File: src/rtl/pe_tile_reducer_pkg.sv
// rtl/pe_tile_reducer_pkg.sv - shared widths and requantization helpers for the tile reducer
package pe_tile_reducer_pkg;

    localparam int PROD_W_DEF = 32;
    localparam int ACC_W_DEF  = 40;
    localparam int OUT_W_DEF  = 16;

    // Wide enough to hold accumulator + bias + rounding constant without overflow
    typedef logic signed [63:0] wide_t;

    function automatic wide_t sat_max(input int w);
        return (wide_t'(1) <<< (w - 1)) - wide_t'(1);
    endfunction

    function automatic wide_t sat_min(input int w);
        return -(wide_t'(1) <<< (w - 1));
    endfunction

    // Round half toward +inf, then arithmetic shift; a zero shift passes through untouched
    function automatic wide_t round_shift(input wide_t r, input int sh);
        if (sh == 0) begin
            return r;
        end
        return (r + (wide_t'(1) <<< (sh - 1))) >>> sh;
    endfunction

endpackage

File: src/rtl/pe_tile_reducer_tile_adder_tree.sv
// rtl/pe_tile_reducer_tile_adder_tree.sv - nine products to a registered tile sum in two stages
module tile_adder_tree
    import pe_tile_reducer_pkg::*;
#(
    parameter int PROD_W = PROD_W_DEF,
    parameter int SIDE_W = 1
) (
    input  logic                     clk,
    input  logic                     rst_n,
    input  logic                     en,
    input  logic                     in_valid,
    input  logic [9*PROD_W-1:0]      prods,
    input  logic [SIDE_W-1:0]        in_side,
    output logic                     tile_valid,
    output logic signed [PROD_W+3:0] tile,
    output logic [SIDE_W-1:0]        tile_side
);

    logic signed [PROD_W+1:0] ext [9];
    logic signed [PROD_W+1:0] row_c [3];
    logic signed [PROD_W+1:0] row_q [3];
    logic signed [PROD_W+3:0] row_ext [3];
    logic                     s1_valid;
    logic [SIDE_W-1:0]        s1_side;

    always_comb begin
        for (int i = 0; i < 9; i++) begin
            ext[i] = {{2{prods[i*PROD_W+PROD_W-1]}}, prods[i*PROD_W +: PROD_W]};
        end
        for (int r = 0; r < 3; r++) begin
            row_c[r]   = ext[3*r] + ext[3*r+1] + ext[3*r+2];
            row_ext[r] = {{2{row_q[r][PROD_W+1]}}, row_q[r]};
        end
    end

    always_ff @(posedge clk or negedge rst_n) begin
        if (!rst_n) begin
            s1_valid   <= 1'b0;
            s1_side    <= '0;
            tile_valid <= 1'b0;
            tile_side  <= '0;
            tile       <= '0;
            for (int r = 0; r < 3; r++) begin
                row_q[r] <= '0;
            end
        end else if (en) begin
            s1_valid   <= in_valid;
            s1_side    <= in_side;
            tile_valid <= s1_valid;
            tile_side  <= s1_side;
            tile       <= row_ext[0] + row_ext[1] + row_ext[2];
            for (int r = 0; r < 3; r++) begin
                row_q[r] <= row_c[r];
            end
        end
    end

endmodule

File: src/rtl/pe_tile_reducer.sv
// rtl/pe_tile_reducer.sv - accumulates 3x3 tile sums across channels, then bias, requantize, ReLU, saturate
module pe_tile_reducer
    import pe_tile_reducer_pkg::*;
#(
    parameter int PROD_W  = PROD_W_DEF,
    parameter int ACC_W   = ACC_W_DEF,
    parameter int OUT_W   = OUT_W_DEF,
    parameter int SHIFT   = 8,
    parameter int RELU_EN = 1
) (
    input  logic                     clk,
    input  logic                     rst_n,
    input  logic                     in_valid,
    output logic                     in_ready,
    input  logic                     in_first,
    input  logic                     in_last,
    input  logic [PROD_W-1:0]        prod_00,
    input  logic [PROD_W-1:0]        prod_01,
    input  logic [PROD_W-1:0]        prod_02,
    input  logic [PROD_W-1:0]        prod_10,
    input  logic [PROD_W-1:0]        prod_11,
    input  logic [PROD_W-1:0]        prod_12,
    input  logic [PROD_W-1:0]        prod_20,
    input  logic [PROD_W-1:0]        prod_21,
    input  logic [PROD_W-1:0]        prod_22,
    input  logic [PROD_W-1:0]        bias,
    output logic                     out_valid,
    input  logic                     out_ready,
    output logic signed [OUT_W-1:0]  out_pixel,
    output logic                     out_sat
);

    localparam int    SIDE_W = PROD_W + 2;
    localparam wide_t SAT_HI = sat_max(OUT_W);
    localparam wide_t SAT_LO = sat_min(OUT_W);

    logic                     adv;
    logic                     s2_valid;
    logic signed [PROD_W+3:0] s2_tile;
    logic [SIDE_W-1:0]        s2_side;
    logic                     s2_first;
    logic                     s2_last;
    logic [PROD_W-1:0]        s2_bias;
    logic signed [ACC_W-1:0]  acc;
    logic signed [ACC_W-1:0]  tile_acc;
    logic signed [ACC_W-1:0]  base;
    logic signed [ACC_W-1:0]  sum;
    wide_t                    sum_w;
    wide_t                    bias_w;
    wide_t                    r_w;
    wide_t                    relu_w;
    logic signed [OUT_W-1:0]  pix_next;
    logic                     sat_next;

    // A stalled result freezes the whole pipe, so the input side sees the same stall
    assign adv      = !(out_valid && !out_ready);
    assign in_ready = adv;

    tile_adder_tree #(
        .PROD_W (PROD_W),
        .SIDE_W (SIDE_W)
    ) u_tree (
        .clk        (clk),
        .rst_n      (rst_n),
        .en         (adv),
        .in_valid   (in_valid && adv),
        .prods      ({prod_22, prod_21, prod_20, prod_12, prod_11, prod_10, prod_02, prod_01, prod_00}),
        .in_side    ({in_first, in_last, bias}),
        .tile_valid (s2_valid),
        .tile       (s2_tile),
        .tile_side  (s2_side)
    );

    assign s2_first = s2_side[PROD_W+1];
    assign s2_last  = s2_side[PROD_W];
    assign s2_bias  = s2_side[PROD_W-1:0];

    always_comb begin
        tile_acc = {{(ACC_W-PROD_W-4){s2_tile[PROD_W+3]}}, s2_tile};
        base     = s2_first ? '0 : acc;
        sum      = base + tile_acc;
        sum_w    = {{(64-ACC_W){sum[ACC_W-1]}}, sum};
        bias_w   = {{(64-PROD_W){s2_bias[PROD_W-1]}}, s2_bias};
        r_w      = round_shift(sum_w + bias_w, SHIFT);
        relu_w   = r_w;
        if (RELU_EN != 0 && r_w < 0) begin
            relu_w = '0;
        end
        // ReLU zeroing lands inside the range, so only the clamp can raise sat
        pix_next = OUT_W'(relu_w);
        sat_next = 1'b0;
        if (relu_w > SAT_HI) begin
            pix_next = OUT_W'(SAT_HI);
            sat_next = 1'b1;
        end else if (relu_w < SAT_LO) begin
            pix_next = OUT_W'(SAT_LO);
            sat_next = 1'b1;
        end
    end

    always_ff @(posedge clk or negedge rst_n) begin
        if (!rst_n) begin
            acc       <= '0;
            out_valid <= 1'b0;
            out_pixel <= '0;
            out_sat   <= 1'b0;
        end else if (adv) begin
            if (s2_valid && s2_last) begin
                out_pixel <= pix_next;
                out_sat   <= sat_next;
                out_valid <= 1'b1;
                acc       <= '0;
            end else begin
                out_valid <= 1'b0;
                if (s2_valid) begin
                    acc <= sum;
                end
            end
        end
    end

endmodule

File: config.mk
export PLATFORM = sky130hd
export DESIGN_NAME = pe_tile_reducer
export DESIGN_NICKNAME = d
export VERILOG_FILES = /design/src/rtl/pe_tile_reducer_pkg.sv /design/src/rtl/pe_tile_reducer_tile_adder_tree.sv /design/src/rtl/pe_tile_reducer.sv
export SDC_FILE = /design/constraint.sdc
export NUM_CORES = 1
export LEC_CHECK = 0
export CAP_MARGIN = 20
export CORE_MARGIN = 8
export CORE_UTILIZATION = 60
export DETAILED_ROUTE_END_ITERATION = 7
export MAX_ROUTING_LAYER = met4
export PLACE_DENSITY = 0.85
export SYNTH_ARGS = -nofsm -noshare
export SYNTH_HDL_FRONTEND = slang
export SYNTH_SLANG_ARGS = --single-unit
File: constraint.sdc
create_clock -name clk -period 16.1 [get_ports clk]
set_input_delay 3.22 -clock clk [delete_from_list [all_inputs] [get_ports clk]]
set_output_delay 3.22 -clock clk [all_outputs]
set_load 0.005 [all_outputs]
==> flow_summary.toml <==
[run_status]
run_status = "finished clean"

[critical_path]
crit_fanout = 217
worstSetupStartpoint = "out_ready"
cp_common_cell = "clkdlybuf4s50_1"
cp_launch_type = "input port"
cp.arrival_ps = 5420
reg2reg_from = "u_tree.tile_side[33]"
crit_path_top_delay_cell = "buf_12"
crit_type = "input port to primary output"
crit_required_ps = 12880
crit_path_cell_trace = "clkdlybuf4s50_1, nor2b_4, buf_12, inv_6, clkdlybuf4s50_1"
worstSetupEndpointType = "primary output"
slowest_delay_ps = 600

[synth]
async_sr_flop_fraction_pct = 100.0
synth.cell_area_mm2 = 0.02282
syn-instance-count = 2523
synth_top_flop_cell = "dfrtp_1"
synth-edff-count = 0
ys_types = 77
mappedNetlistNets = 3231
ys.warnings.count = 0
postSynthRegisterBits = 266
synth_seq_area_share_pct = 29.17
avgSynthCellArea_um2 = 9.043

[sta]
finClkSkew_ps = 11.96
grt_setup_unrepaired = "false"
hold_violations_final = 0
worst_slew_pin_slew_ps = 1062
whs_ps = 469.0
final_max_slew_viol_count = 0
timing.setup.tns_ps = 0
max-slew-margin-rel_pct = 28.87
clock.fmax_ghz = 0.1157
final_number_of_setup_violating_endpoints = 0
min_period_over_period_pct = 53.68
final.min_clock_period_ps = 8643

[clock_tree]
cts.path.max_buffers = 3
post_cts_buffers = 0
clock_sinks = 266
post_cts_hold_buffer_count = 0
cts_htree_levels = 1
root_buffer = "clkbuf_16"
cts_buffers = 28
ctsResizeCount = 0
cts_tree = "built"
clk_transition_reported_paths_ps = 60
clk_latency_ps = 560

[floorplanning]
fp-row-count = 71
core_mm2 = 0.03758
initial_core_util_pct = 60.72
dieHeight_um = 211
die_x_um = 211
die_area_mm2 = 0.04452
i_o_pin_cnt = 345

[hold_path]
hold_path_startpoint = "u_tree.s1_side[1]"
holdCritPathClass = "flip-flop to flip-flop"

[global_route]
grt_remaining_overflow = 0
number_of_global_route_vias_before_repair = 21067
largest_net_degree_at_the_start_of_global_routing = 218
antenna_found_initial = 5
globalRouteTotalUtil_pct = 29.86
wire_length_of_the_first_global_routing_pass_um = 105700

[routing]
vias_after_detailed_routing = 20072
detailedRoute.firstPassIterationCount = 5
remaining_drc_errors = 0
drtAntennaViolNets = 0
first_iter_violations = 1376
drt-total-wl_um = 65190
vias_per_cell = 5.961
route.detailed.wl_per_inst_um = 19.36

[finish]
area_delta_synth_final_pct = 21.90
layout.cells.most_common = "nand2_1"
post-route-cell-area_mm2 = 0.02781
drive_above_1_share_pct = 3.052
filler_cell_count = 2729
nets = 3537
layout.cells.most_common_list = "nand2_1 (378), clkdlybuf4s50_1 (343), dfrtp_1 (266)"

[flow_run]
max-cap-violations = 0

[placement]
dpl.hpwl_um = 51940
placer_congestion = 0.9675
dpl_cell_area_mm2 = 0.02669
port_buffers = 344
==> final timing paths <==
path                       cells after the start  slack [ps]            endpoint
max                                            5        7460            in_ready
max reg2reg                                   28        8670        out_pixel[5]
max in group asynchronous                      2       11830  u_tree.row_ext[15]
min                                            2         470   u_tree.s1_side[1]
min in group asynchronous                      1        2750  u_tree.s1_side[19]
min reg2reg                                    2         470   u_tree.s1_side[1]
==> worst max-delay path, delay by kind of cell <==
family,cells,cell delay [ps]
buf+inv,4,1930
simple gates,1,150
==> flip-flops by register name, indices dropped and copies added (netlist names) <==
name / flops
u_tree.row_ext: 102
acc: 40
u_tree.tile: 36
u_tree.s1_side: 34
u_tree.tile_side: 34
out_pixel: 16
out_sat: 1
out_valid: 1
u_tree.s1_valid: 1
u_tree.tile_valid: 1
==> cell usage after synthesis, types with 15 or more instances <==
library cell,number,share of area [%]
inv_1,94,1.5
o21bai_1,18,0.59
o211ai_1,15,0.49
o21ai_0,121,2.7
a22o_1,37,1.4
nand4_1,18,0.49
dfrtp_1,266,29
o21a_1,32,1.1
xnor2_1,87,3.3
nor3_1,39,0.86
nand2_1,378,6.2
o21ai_1,24,0.53
nand2b_1,26,0.71
and3_1,17,0.47
nor2b_1,61,1.7
a21oi_1,239,5.2
ha_1,247,14
nand3_1,44,0.97
nor2_1,172,2.8
clkbuf_1,68,1.1
o31ai_1,17,0.56
a21o_1,74,2.4
fa_1,135,12
a211oi_1,30,0.99
a31oi_1,29,0.80
xor2_1,72,2.8
==> area by class of cell <==
type / instances / area, um2 / share of cell area, %
flip-flops and latches: 266 / 6656 / 23.93
inverters: 94 / 357.8 / 1.287
clock buffers: 38 / 829.5 / 2.983
clock inverters: 14 / 277.8 / 0.9987
repair buffers: 353 / 3528 / 12.69
multi-input cells: 2086 / 15510 / 55.77
well taps: 511 / 639.4 / 2.299
diodes: 5 / 12.51 / 0.04499
==> metrics by stage <==
stage          setup WS [ps]  utilization (%)  std cells
3_3_place_gp            7455            71.04       3310
2_1_floorplan           8555                -       2523
5_1_grt                 7306            74.02       3367
6_report                7457            74.02       3367
4_1_cts                 7420            73.98       3362
3_5_place_dp            7435            71.04       3310
==> routing by layer <==
metal	wire length, um	vias up	track usage, %
met5	0	-	-
met4	1811	0	8.639
li1	-	9553	-
met3	3375	120	3.546
met1	27540	9741	36.59
met2	32460	658	51.58
==> kinds of logic after synthesis <==
| logic type | share of synthesized area [%] |
|---|---|
| adder cells (fa/ha/maj) | 25.39 |
| flip-flops | 29.17 |
| XOR/XNOR | 6.104 |
| multiplexers | 0.1755 |
| AND/OR/NAND/NOR | 16.17 |
| buffers and inverters | 2.879 |
| AO/OA/AOI/OAI | 20.11 |
Power is not shown: default switching activity piles up to over one toggle a cycle in this logic, so the estimate is an artifact.
